`src/rtl/vend_dispenser_pkg.sv`:
```
// Shared encodings for the product dispenser.
// These are kept identical to the upstream vending FSM so that product and change codes pass through unchanged.
package vend_dispenser_pkg;

  typedef enum logic [2:0] {
    IDLE   = 3'd0,
    CHECK  = 3'd1,
    MOTOR  = 3'd2,
    EJ_HI  = 3'd3,
    EJ_LO  = 3'd4,
    DONE   = 3'd5,
    JAM    = 3'd6
  } state_t;

  localparam logic [1:0] PROD_A = 2'b00;
  localparam logic [1:0] PROD_B = 2'b01;
  localparam logic [1:0] PROD_C = 2'b10;
  localparam logic [1:0] PROD_D = 2'b11;

  localparam logic [2:0] CHG_NONE = 3'b000;
  localparam logic [2:0] CHG_5    = 3'b001;
  localparam logic [2:0] CHG_10   = 3'b010;
  localparam logic [2:0] CHG_15   = 3'b100;

  // Number of 5-unit coins owed. Anything that is not a clean one-hot code pays nothing.
  function automatic logic [1:0] coin_count(input logic [2:0] chg);
    case (chg)
      CHG_5:   return 2'd1;
      CHG_10:  return 2'd2;
      CHG_15:  return 2'd3;
      default: return 2'd0;
    endcase
  endfunction

  // Returns the one-hot slot motor drive for the given product.
  function automatic logic [3:0] prod_onehot(input logic [1:0] p);
    return 4'b0001 << p;
  endfunction

endpackage

```
`src/rtl/vend_dispenser_pulse_timer.sv`:
```
// Loadable down-counter with a zero flag.
// A single instance times both the motor timeout and the eject high and low phases.
module pulse_timer #(
  parameter int W = 8
) (
  input  logic         clk,
  input  logic         rst,
  input  logic         i_load,
  input  logic [W-1:0] i_load_val,
  output logic         o_zero
);

  logic [W-1:0] r_cnt;

  // Load a new interval, otherwise count down and hold at zero.
  always_ff @(posedge clk or posedge rst) begin
    if (rst)
      r_cnt <= '0;
    else if (i_load)
      r_cnt <= i_load_val;
    else if (r_cnt != '0)
      r_cnt <= r_cnt - 1'b1;
  end

  assign o_zero = (r_cnt == '0);

endmodule

```
`src/rtl/vend_dispenser.sv`:
```
// Product dispenser: it checks stock, runs the slot motor until the drop sensor fires, ejects change coins and tracks per-product stock.
// Every output is registered and is derived from the next-state value, so each output lines up with the state it belongs to.
module vend_dispenser
  import vend_dispenser_pkg::*;
#(
  parameter int         MOTOR_TIMEOUT = 16,
  parameter int         EJECT_HIGH    = 2,
  parameter int         EJECT_LOW     = 2,
  parameter logic [3:0] STOCK_INIT    = 4'd8
) (
  input  logic       clk,
  input  logic       rst,
  input  logic       vend_req,
  input  logic [1:0] product,
  input  logic [2:0] change,
  input  logic       drop_sense,
  input  logic       restock,
  output logic [3:0] motor,
  output logic       eject,
  output logic       busy,
  output logic       done,
  output logic       sold_out,
  output logic       jam,
  output logic [3:0] empty
);

  localparam int TW = 8;
  // The timer is loaded with N-1, so a phase lasts N cycles and ends on the cycle where zero is seen.
  localparam logic [TW-1:0] LD_MOTOR = TW'(MOTOR_TIMEOUT - 1);
  localparam logic [TW-1:0] LD_HI    = TW'(EJECT_HIGH - 1);
  localparam logic [TW-1:0] LD_LO    = TW'(EJECT_LOW - 1);

  state_t      r_state, w_state_nxt;
  logic [1:0]  r_product;
  logic [1:0]  r_coins, w_coins_nxt;
  logic [3:0]  r_stock [4];
  logic [3:0]  w_stock_nxt [4];
  logic        w_sold_out_nxt;
  logic        w_stock_zero;
  logic        w_tmr_load;
  logic [TW-1:0] w_tmr_val;
  logic        w_tmr_zero;
  logic [3:0]  r_motor, r_empty;
  logic        r_eject, r_busy, r_done, r_sold_out, r_jam;

  pulse_timer #(.W(TW)) u_timer (
    .clk        (clk),
    .rst        (rst),
    .i_load     (w_tmr_load),
    .i_load_val (w_tmr_val),
    .o_zero     (w_tmr_zero)
  );

  assign w_stock_zero = (r_stock[r_product] == 4'd0);

  // Next-state, coin, stock and timer-load decisions.
  always_comb begin
    w_state_nxt    = r_state;
    w_coins_nxt    = r_coins;
    w_sold_out_nxt = 1'b0;
    w_tmr_load     = 1'b0;
    w_tmr_val      = '0;
    for (int i = 0; i < 4; i++) w_stock_nxt[i] = r_stock[i];
    case (r_state)
      IDLE: begin
        if (restock)
          for (int i = 0; i < 4; i++) w_stock_nxt[i] = STOCK_INIT;
        if (vend_req) begin
          w_state_nxt = CHECK;
          w_coins_nxt = coin_count(change);
        end
      end
      CHECK: begin
        if (w_stock_zero) begin
          w_sold_out_nxt = 1'b1;
          w_state_nxt    = IDLE;
        end else begin
          w_state_nxt = MOTOR;
          w_tmr_load  = 1'b1;
          w_tmr_val   = LD_MOTOR;
        end
      end
      MOTOR: begin
        if (drop_sense) begin
          if (!w_stock_zero) w_stock_nxt[r_product] = r_stock[r_product] - 4'd1;
          if (r_coins != 2'd0) begin
            w_state_nxt = EJ_HI;
            w_tmr_load  = 1'b1;
            w_tmr_val   = LD_HI;
          end else begin
            w_state_nxt = DONE;
          end
        end else if (w_tmr_zero) begin
          w_state_nxt = JAM;
        end
      end
      EJ_HI: begin
        if (w_tmr_zero) begin
          w_state_nxt = EJ_LO;
          w_tmr_load  = 1'b1;
          w_tmr_val   = LD_LO;
        end
      end
      EJ_LO: begin
        if (w_tmr_zero) begin
          w_coins_nxt = r_coins - 2'd1;
          if (r_coins > 2'd1) begin
            w_state_nxt = EJ_HI;
            w_tmr_load  = 1'b1;
            w_tmr_val   = LD_HI;
          end else begin
            w_state_nxt = DONE;
          end
        end
      end
      DONE:    w_state_nxt = IDLE;
      JAM:     w_state_nxt = JAM;
      default: w_state_nxt = IDLE;
    endcase
  end

  // State, coin count, stock and registered outputs; reset abandons any vend immediately.
  always_ff @(posedge clk or posedge rst) begin
    if (rst) begin
      r_state    <= IDLE;
      r_coins    <= 2'd0;
      for (int i = 0; i < 4; i++) r_stock[i] <= STOCK_INIT;
      r_motor    <= 4'd0;
      r_eject    <= 1'b0;
      r_busy     <= 1'b0;
      r_done     <= 1'b0;
      r_sold_out <= 1'b0;
      r_jam      <= 1'b0;
      r_empty    <= 4'd0;
    end else begin
      r_state    <= w_state_nxt;
      r_coins    <= w_coins_nxt;
      for (int i = 0; i < 4; i++) begin
        r_stock[i] <= w_stock_nxt[i];
        r_empty[i] <= (w_stock_nxt[i] == 4'd0);
      end
      r_motor    <= (w_state_nxt == MOTOR) ? prod_onehot(r_product) : 4'd0;
      r_eject    <= (w_state_nxt == EJ_HI);
      r_busy     <= (w_state_nxt != IDLE);
      r_done     <= (w_state_nxt == DONE);
      r_sold_out <= w_sold_out_nxt;
      r_jam      <= (w_state_nxt == JAM);
    end
  end

  // Capture the selected product when a request is accepted in IDLE.
  always_ff @(posedge clk) begin
    if (r_state == IDLE && vend_req)
      r_product <= product;
  end

  assign motor    = r_motor;
  assign eject    = r_eject;
  assign busy     = r_busy;
  assign done     = r_done;
  assign sold_out = r_sold_out;
  assign jam      = r_jam;
  assign empty    = r_empty;

endmodule
```
`config.mk`:
```
export PLATFORM = sky130hd
export DESIGN_NAME = vend_dispenser
export DESIGN_NICKNAME = d
export VERILOG_FILES = /design/src/rtl/vend_dispenser_pkg.sv /design/src/rtl/vend_dispenser_pulse_timer.sv /design/src/rtl/vend_dispenser.sv
export SDC_FILE = /design/constraint.sdc
export NUM_CORES = 1
export LEC_CHECK = 0
export CAP_MARGIN = 30
export CORE_ASPECT_RATIO = 1.75
export CORE_UTILIZATION = 46
export CTS_BUF_LIST = sky130_fd_sc_hd__clkbuf_4 sky130_fd_sc_hd__clkbuf_8 sky130_fd_sc_hd__clkbuf_16
export CTS_CLUSTER_SIZE = 20
export DETAILED_ROUTE_END_ITERATION = 12
export HOLD_SLACK_MARGIN = 0.02
export PLACE_DENSITY = 0.77
export SETUP_SLACK_MARGIN = 0.4
export SYNTH_ARGS = -nofsm -noshare
export SYNTH_HDL_FRONTEND = slang
export SYNTH_HIERARCHICAL = 1
export SYNTH_SLANG_ARGS = --single-unit
```
`constraint.sdc`:
```
create_clock -name clk -period 9.6 [get_ports clk]
set_input_delay 1.92 -clock clk [delete_from_list [all_inputs] [get_ports clk]]
set_output_delay 1.92 -clock clk [all_outputs]
set_load 0.01 [all_outputs]
```
==> run summary, run 1 <==
Post-CTS Setup Inserts: 0
Worst Hold Class: reg -> reg
die width: 57.8 um
Peak Freq: 277 MHz
Worst Setup Start Kind: flip-flop
worst hold start: r_stock[8]
sw frac: 0.423
starting density of the core: 0.477
PostCTS Resize Cnt: 0
Ant. Diodes: 0
mean cell area of the mapped netlist: 9.94 um2
I/O pin count: 23
worst-margin pin slew: 640 ps
Post-Route WL: 5940 um
Register-to-Register Path Depth: 11
Final Hold Fails: 0
combinational power share: 0.482
Clk pwr share: 0.158
Die H: 99.6 um
final slew viol count: 0
Synth area leaders: dfrtp_1 (38%), dfstp_2 (4.2%), mux4_2 (3.6%), a21oi_1 (2.8%), inv_1 (2.7%)
Placer Congestion: 1.01
setup TNS: 0 ps
PnR worst setup slack: 5990 ps
endpoint of the worst hold path: r_stock[8]
Async S/R FF share, synth: 0.955
Cell Count, Final, Fillers Out: 329
fin crit share: 0.376
critical-path maximum fanout: 18
post-synth top area share: 0.380
Unique masters post-synth: 68
sequential power share: 0.360
arrival time worst endpoint: 3840 ps
Setup CP Type: reg -> reg
Hold WS: 530 ps
min Tclk post-route: 3610 ps
sw power: 0.387 mW
outcome: complete, but fails checks
Reg clk slew, reported paths: 80 ps
I/O Buffers: 22
DR iter-0 viols: 115
PD cells: 319 nW/um2
post-synthesis sequential area ratio: 0.446
vias in the first global route: 2,107
R2R Path Start: r_product[0]
Core ar.: 5260 um2
Top FF cell, synth: dfrtp_1
initial antenna violation count: 0
CTS tree: yes
largest net degree at the start of global routing: 35
gr usage total: 0.226
Worst slew margin: 0.567
cts hold-fix bufs: 0
Post-Syn Instances: 252
yosys warns: 6
Die ar.: 5760 um2
Nets: 287
Clock Latency Late Sink: 300 ps
DRC: 1
clk sinks: 44
failing checks: DRC
placed cell count: 321
Power Total: 0.916 mW
Vias/cell: 6.21
synthesized area: 2500 um2
Synth top cells by count: dfrtp_1 (38), inv_1 (18), nand2_1 (18), nor2_1 (18), a21oi_1 (14)
Post-synth EDFFs: 2
Pint: 0.528 mW
cts bufs inserted: 5
most common cell in the synthesized netlist: dfrtp_1
layout cells sized above 1: 0.120
Layout area overhead: 14.4%
Worst EP required: 9830 ps
Peak VDD IR: 183 uV
first-pass iteration count of the detailed router: 8
clock root buffer: clkbuf_8
number of core rows: 35
clock tree buffer depth: 2
Setup Skew: 11.7 ps
Place WS: 5690 ps
HPWL Detailed: 4550 um
FF-to-FF setup slack: 5990 ps
biggest area consumer among synthesized cells: dfrtp_1
critical path capture point type: flip-flop
Lkg Pwr: 1.16 nW
RSZ-0062 raised after global routing: false
Final ANT Viol Nets: 0
first-pass GRT wire length: 9870 um
Clock H-tree levels: 2
max cap viols: 0
Final setup viols: 0
vias: 2,042
cell count of the worst hold path: 1
drt wl/cell: 18.1 um
Yosys reg bits: 44
Reg2Reg Capture Point: u_timer/r_cnt[7]
GRT overflow: 0
## per-layer routing
layer | vias up | GRT usage | share of wire
met3 | 21 | 0.0416 | 0.040
li1 | 964 | - | -
met1 | 986 | 0.235 | 0.35
met5 | - | 0 | 0
met4 | 0 | 0.110 | 0.037
met2 | 71 | 0.421 | 0.57
## metrics by stage
step | util | instance area [um2]
global placement | 0.524 | 2750
finish | 0.545 | 2870
detailed placement | 0.524 | 2750
floorplan | - | 2520
CTS | 0.545 | 2870
global route | 0.545 | 2870
## cell families after synthesis
group           after synthesis  share of synthesized area
buf+inv                      32                     0.0564
simple gates                 89                      0.200
mux                           9                     0.0564
xor+xnor                      6                     0.0210
other cells                   1                    0.00150
compound gates               67                      0.199
flops                        44                      0.446
fa+ha+maj                     4                     0.0200
## area by class of cell
cell class	instances	area (um2)
clock buffers	5	68.8
clock inverters	3	46.3
fillers	484	2390
inverters	19	72.6
multi-input cells	179	1260
flip-flops and latches	44	1120
well taps	55	68.8
repair buffers	24	235
## power groups by stage
stage	Sequential [mW]	Combinational [mW]	Clock, mW
2_1_floorplan	0.304	0.336	0
6_report	0.330	0.442	0.144
4_1_cts	0.327	0.440	0.148
5_1_grt	0.337	0.484	0.154
3_3_place_gp	0.328	0.428	0
3_5_place_dp	0.331	0.439	0
## how the worst max path moves through the flow
| stage | to | slack (ps) | depth (start not counted) | startpoint |
|---|---|---|---|---|
| finish | u_timer/r_cnt[7] | 5990 | 11 | r_product[0] |
| global route | u_timer/r_cnt[7] | 5740 | 11 | r_product[0] |
| CTS | u_timer/r_cnt[7] | 6000 | 11 | r_product[0] |
| detailed placement | empty[0] | 5690 | 5 | drop_sense |
| global placement | empty[0] | 5760 | 5 | drop_sense |
| floorplan | empty[0] | 6320 | 5 | drop_sense |
## sequential cells by signal, summed over array words and instances (netlist names)
register,cells
busy,1
done,1
eject,1
empty,4
jam,1
motor,4
r_coins,2
r_product,2
r_state,3
r_stock,16
sold_out,1
u_timer/r_cnt,8
## worst max-delay path, cell delays in order, from the launching register on
cell and delay [ps]:
edfxtp_1 740, mux4_2 720, inv_1 90, ha_1 280
nor2b_1 270, a22o_2 280, nand2_1 200, o2111ai_1 230
o211ai_1 120, buf_4 210, a311oi_1 260, a221o_1 140
## placed cells by master, fill, tap and decap left out, types with 4 or more instances in the layout
cell type        Yosys  layout
a21oi_1             14      14
clkbuf_8             0       5
clkdlybuf4s50_1      0      22
conb_1               1       4
dfrtp_1             38      38
dfstp_2              4       4
ha_1                 4       4
inv_1               18      18
mux2i_1              4       4
mux4_2               4       4
nand2_1             18      18
nand3_1              4       4
nand3b_1             5       5
nor2_1              18      18
nor3_1              11      11
nor3b_1              6       6
o21ai_0              6       6
o22ai_1              4       4
o2bb2ai_1            4       4
o31ai_1              4       4
or3_1                4       4
xnor2_1              5       5
No activity file was read; power rests on OpenSTA's default activity.
==> inputs of run 2 (changes only) <==
- PLACE_DENSITY: 0.77 -> 0.8
- clock period: 9.6 -> 3.2 ns (I/O delays scaled with it)
==> run 2 against run 1 <==
The flow still finishes with violations (DRC). Sequential share of layout area fell by 3.1 points. Clock skew barely moved. Global-route usage rose by 1.2 points. Register-to-register slack got worse by 5500 ps. Sequential power rose to 3.0 times the previous value.
==> run summary, run 2 (synthesized netlist as in run 1, its figures left out) <==
clk sinks: 44
sw power: 1.28 mW
min Tclk post-route: 2660 ps
die width: 57.8 um
Hold WS: 528 ps
Vias/cell: 5.98
Lkg Pwr: 1.30 nW
vias: 2,111
HPWL Detailed: 4550 um
PD cells: 993 nW/um2
Clock H-tree levels: 2
sw frac: 0.413
Nets: 311
max cap viols: 0
vias in the first global route: 2,111
Die H: 99.6 um
combinational power share: 0.539
I/O Buffers: 22
Ant. Diodes: 0
number of core rows: 35
fin crit share: 0.832
critical-path maximum fanout: 6
PnR worst setup slack: 537 ps
Pint: 1.82 mW
commonest non-fill, non-tap cell in the layout: dfrtp_1
Power Total: 3.09 mW
Worst EP required: 3390 ps
DR iter-0 viols: 88
setup TNS: 0 ps
largest net degree at the start of global routing: 35
final core utilization: 0.592
placed cell count: 327
Post-Route WL: 6330 um
slowest stage cell, crit path: or4b_4
RSZ-0062 raised after global routing: false
Final ANT Viol Nets: 0
DRC: 1
Post-DP Area: 2830 um2
Clk pwr share: 0.144
Core ar.: 5260 um2
Final setup viols: 0
Setup CP Type: reg -> reg
outcome: complete, but fails checks
Layout area overhead: 24.3%
Worst Setup Start Kind: flip-flop
Placer Congestion: 0.979
max reg flops: 16
layout cells sized above 1: 0.232
final non-filler cell area: 3110 um2
initial antenna violation count: 0
Place WS: 329 ps
CP peak stage delay: 500 ps
CP Cell Sequence: inv_2, ha_4, or4b_4, nor2_2, nand3b_1, or4_1, o211ai_1, buf_4, nor3_1, a221o_1
first-pass iteration count of the detailed router: 8
Die ar.: 5760 um2
first-pass GRT wire length: 10,300 um
Cell Count, Final, Fillers Out: 353
Worst slew margin: 0.502
Peak Freq: 376 MHz
Largest regs: r_stock (16), u_timer/r_cnt (8)
Final Hold Fails: 0
worst-margin pin slew: 739 ps
clock root buffer: clkbuf_8
sequential power share: 0.317
drt wl/cell: 17.9 um
Peak VDD IR: 667 uV
Clock Latency Late Sink: 310 ps
GRT overflow: 0
CTS tree: yes
Worst Hold Class: reg -> reg
most frequent cells in the layout: dfrtp_1 (38), buf_4 (25), clkdlybuf4s50_1 (22), nor2_1 (18), nand2_1 (17)
I/O pin count: 23
final slew viol count: 0
gr usage total: 0.239
critical path capture point type: flip-flop
arrival time worst endpoint: 2860 ps
starting density of the core: 0.477
Reg clk slew, reported paths: 90 ps
Setup Skew: 11.9 ps
clock tree buffer depth: 2
failing checks: DRC
cts bufs inserted: 5
Largest Register: r_stock
==> run 2: cell types whose count changed in the layout (fill, tap and decap cells not counted), moves of 2 or more <==
cell and change:
inv_1 -4, ha_1 -2, inv_2 +4, buf_4 +23, ha_4 +2
==> run 2: routing by layer <==
metal  vias to the layer above  global-route usage  routed length [um]  share of wire
met4                         0               0.134                 287          0.045
met2                        64               0.432                3570           0.56
met3                        21              0.0390                 169          0.027
met5                         -                   0                   0              0
met1                      1014               0.255                2310           0.36
li1                       1012                   -                   -              -
==> run 2: power groups by stage <==
stage	logic [mW]	registers [mW]	clock network, mW
3_3_place_gp	1.36	0.974	0
6_report	1.67	0.982	0.444
5_1_grt	1.81	1.01	0.473
2_1_floorplan	1.06	0.911	0
4_1_cts	1.47	0.974	0.451
3_5_place_dp	1.40	0.982	0
==> run 2: area by class of cell <==
type	count	area (um2)
Clock inverter	3	46.3
Clock buffer	5	68.8
Timing Repair Buffer	48	413
Inverter	19	72.6
Multi-Input combinational cell	179	1330
Sequential cell	44	1120
Fill cell	447	2140
Tap cell	55	68.8
==> run 2: worst paths after layout <==
check / startpoint / end / slack (ps) / cells after the start
worst max register to register: u_timer/r_cnt[0] / u_timer/r_cnt[7] / 540 / 10
worst min register to register: r_stock[9] / r_stock[9] / 530 / 1
worst max-delay path: u_timer/r_cnt[0] / u_timer/r_cnt[7] / 540 / 10
max in group asynchronous: rst / r_stock[11] / 2090 / 3
min in group asynchronous: rst / u_timer/r_cnt[3] / 620 / 2
worst min-delay path: r_stock[9] / r_stock[9] / 530 / 1
==> run 2: worst max-delay path, delay by kind of cell, from the launching register on <==
family          cells  cell delay (ps)
compound gates      2              460
fa+ha+maj           1              160
buf+inv             2              300
simple gates        5             1210
flops               1              420
==> run 2: timing repair <==
item                       CTS  global route
gates resized for setup      1            11
pin swaps                    0             3
gates cloned                 0             1
buffers inserted             7            10
setup endpoints to repair    4            12
hold buffers                 0             0
==> inputs of run 3 (changes only) <==
- PLACE_DENSITY: 0.8 -> 0.77
- clock period: 3.2 -> 2.55 ns (I/O delays scaled with it)
==> run 3 against run 2 <==
Sequential share of layout area decreased by 7.7 points. Design area grew 27%. Die area stayed put. Sequential power rose by 23%. Largest power group unchanged. Critical path depth unchanged. Register-to-register slack worse by 560 ps. The run ends with DRC, setup timing left. Via count grew 17%. Critical endpoint unchanged.
==> run summary, run 3 (synthesized netlist as in run 1, its figures left out) <==
outcome: complete, but fails checks
failing checks: DRC, setup timing
critical path capture point type: flip-flop
Final setup viols: 3
Layout area overhead: 58.4%
gr usage total: 0.275
Worst EP required: 2750 ps
worst-margin pin slew: 1020 ps
Hold WS: 510 ps
Die H: 99.6 um
critical-path maximum fanout: 8
vias: 2,464
Setup CP Type: reg -> reg
CTS tree: yes
fin crit share: 1.01
Nets: 357
PnR worst setup slack: -18.0 ps
final slew viol count: 0
die width: 57.8 um
Largest regs: r_stock (16), u_timer/r_cnt (8)
cts bufs inserted: 5
most frequent cells in the layout: buf_4 (51), dfrtp_1 (38), clkdlybuf4s50_1 (22), buf_6 (20)
clock root buffer: clkbuf_8
HPWL Detailed: 4890 um
Vias/cell: 6.18
RSZ-0062 raised after global routing: true
first-pass GRT wire length: 11,800 um
CP Cell Sequence: inv_2, ha_4, or4b_4, nor2_4, nand3b_1, or4_4, o211ai_1, buf_6, nor3_2, a221o_1
Worst slew margin: 0.311
final core utilization: 0.755
I/O pin count: 23
sw power: 2.19 mW
register area: 1120 um2
starting density of the core: 0.477
PD cells: 1310 nW/um2
Clock H-tree levels: 2
Worst Setup Start Kind: flip-flop
Ant. Diodes: 0
Setup Skew: 10.3 ps
CP delay by family, top: simple AND/OR/NAND/NOR gates
first-pass iteration count of the detailed router: 8
GRT overflow: 0
max reg flops: 16
Final ANT Viol Nets: 0
Worst Hold Class: in -> async
cts hold-fix bufs: 0
commonest non-fill, non-tap cell in the layout: buf_4
Peak VDD IR: 970 uV
sw frac: 0.423
Largest Register: r_stock
largest net degree at the start of global routing: 35
slowest stage cell, crit path: or4b_4
I/O Buffers: 22
Peak Freq: 389 MHz
Fill cells: 322
vias in the first global route: 2,466
Pint: 2.99 mW
initial antenna violation count: 0
DR iter-0 viols: 118
Reg clk slew, reported paths: 90 ps
setup TNS: -34.0 ps
drt wl/cell: 20.6 um
Placer Congestion: 0.953
combinational power share: 0.661
Lkg Pwr: 1.67 nW
Post-Route WL: 8210 um
number of core rows: 35
layout cells sized above 1: 0.471
CP peak stage delay: 480 ps
max cap viols: 0
Die ar.: 5760 um2
Clock Latency Late Sink: 310 ps
min Tclk post-route: 2570 ps
clock tree buffer depth: 2
Final Hold Fails: 0
DRC: 1
Clk pwr share: 0.106
sequential power share: 0.233
Core ar.: 5260 um2
Buf+Inv Stages, Crit Path: 2
Multi-input gate area: 1750 um2
clk sinks: 44
arrival time worst endpoint: 2770 ps
[run 3: cell count changes in the layout (fill, tap and decap cells not counted), sizes merged]
cell    delta
buf       +46
clkinv     -1
inv        +1
[run 3: worst paths after layout]
| check | startpoint | endpoint | slack [ps] | depth (start not counted) |
|---|---|---|---|---|
| setup reg to reg | u_timer/r_cnt[1] | u_timer/r_cnt[7] | -20 | 10 |
| hold / removal | rst | u_timer/r_cnt[7] | 510 | 2 |
| max in group asynchronous | rst | r_stock[11] | 1540 | 3 |
| setup / recovery | u_timer/r_cnt[1] | u_timer/r_cnt[7] | -20 | 10 |
| hold reg to reg | r_stock[8] | r_stock[8] | 540 | 1 |
| min in group clk | r_stock[8] | r_stock[8] | 540 | 1 |
[run 3: power by group through the flow]
stage	clock network [mW]	registers [mW]	logic, mW
after CTS	0.559	1.19	2.77
after detailed placement	0	1.19	2.09
after global routing	0.586	1.23	3.58
final	0.549	1.21	3.42
after floorplan	0	1.15	1.43
after global placement	0	1.18	2.05
[run 3: what timing repair did]
action / CTS / global route
pin swaps: 21 / 27
cloned: 1 / 0
buffers inserted: 21 / 18
gates resized for setup: 56 / 40
endpoints found under the setup margin: 31 / 42
[run 3: per-stage QoR]
| step | total power [mW] | cells | cell area (um2) | setup WS (ps) |
|---|---|---|---|---|
| 2_1_floorplan | 2.57 | 255 | 2610 | -130 |
| 3_3_place_gp | 3.23 | 351 | 3050 | 52.4 |
| 3_5_place_dp | 3.28 | 351 | 3050 | -53.6 |
| 4_1_cts | 4.51 | 381 | 3620 | 8.54 |
| 5_1_grt | 5.40 | 399 | 3970 | -115 |
| 6_report | 5.18 | 399 | 3970 | -18.0 |
[run 3: cell type report]
class,instances,share of cell area
well taps,55,0.0173
clock buffers,5,0.0173
multi-input cells,179,0.441
clock inverters,3,0.0117
flip-flops and latches,44,0.281
inverters,19,0.0186
repair buffers,94,0.213
[run 3: worst register-to-register path: cells and delay by family (launching register included)]
family / cells / cell delay (ps)
adder cells (fa/ha/maj): 1 / 140
AO/OA/AOI/OAI: 2 / 470
flip-flops: 1 / 390
AND/OR/NAND/NOR: 5 / 1200
buffers and inverters: 2 / 270
[run 3: routing by layer]
metal | wire length, um | global-route usage | up-vias
met4 | 468 | 0.189 | 0
met5 | 0 | 0 | -
met2 | 4820 | 0.523 | 92
met1 | 2680 | 0.258 | 1229
li1 | - | - | 1102
met3 | 242 | 0.0403 | 41
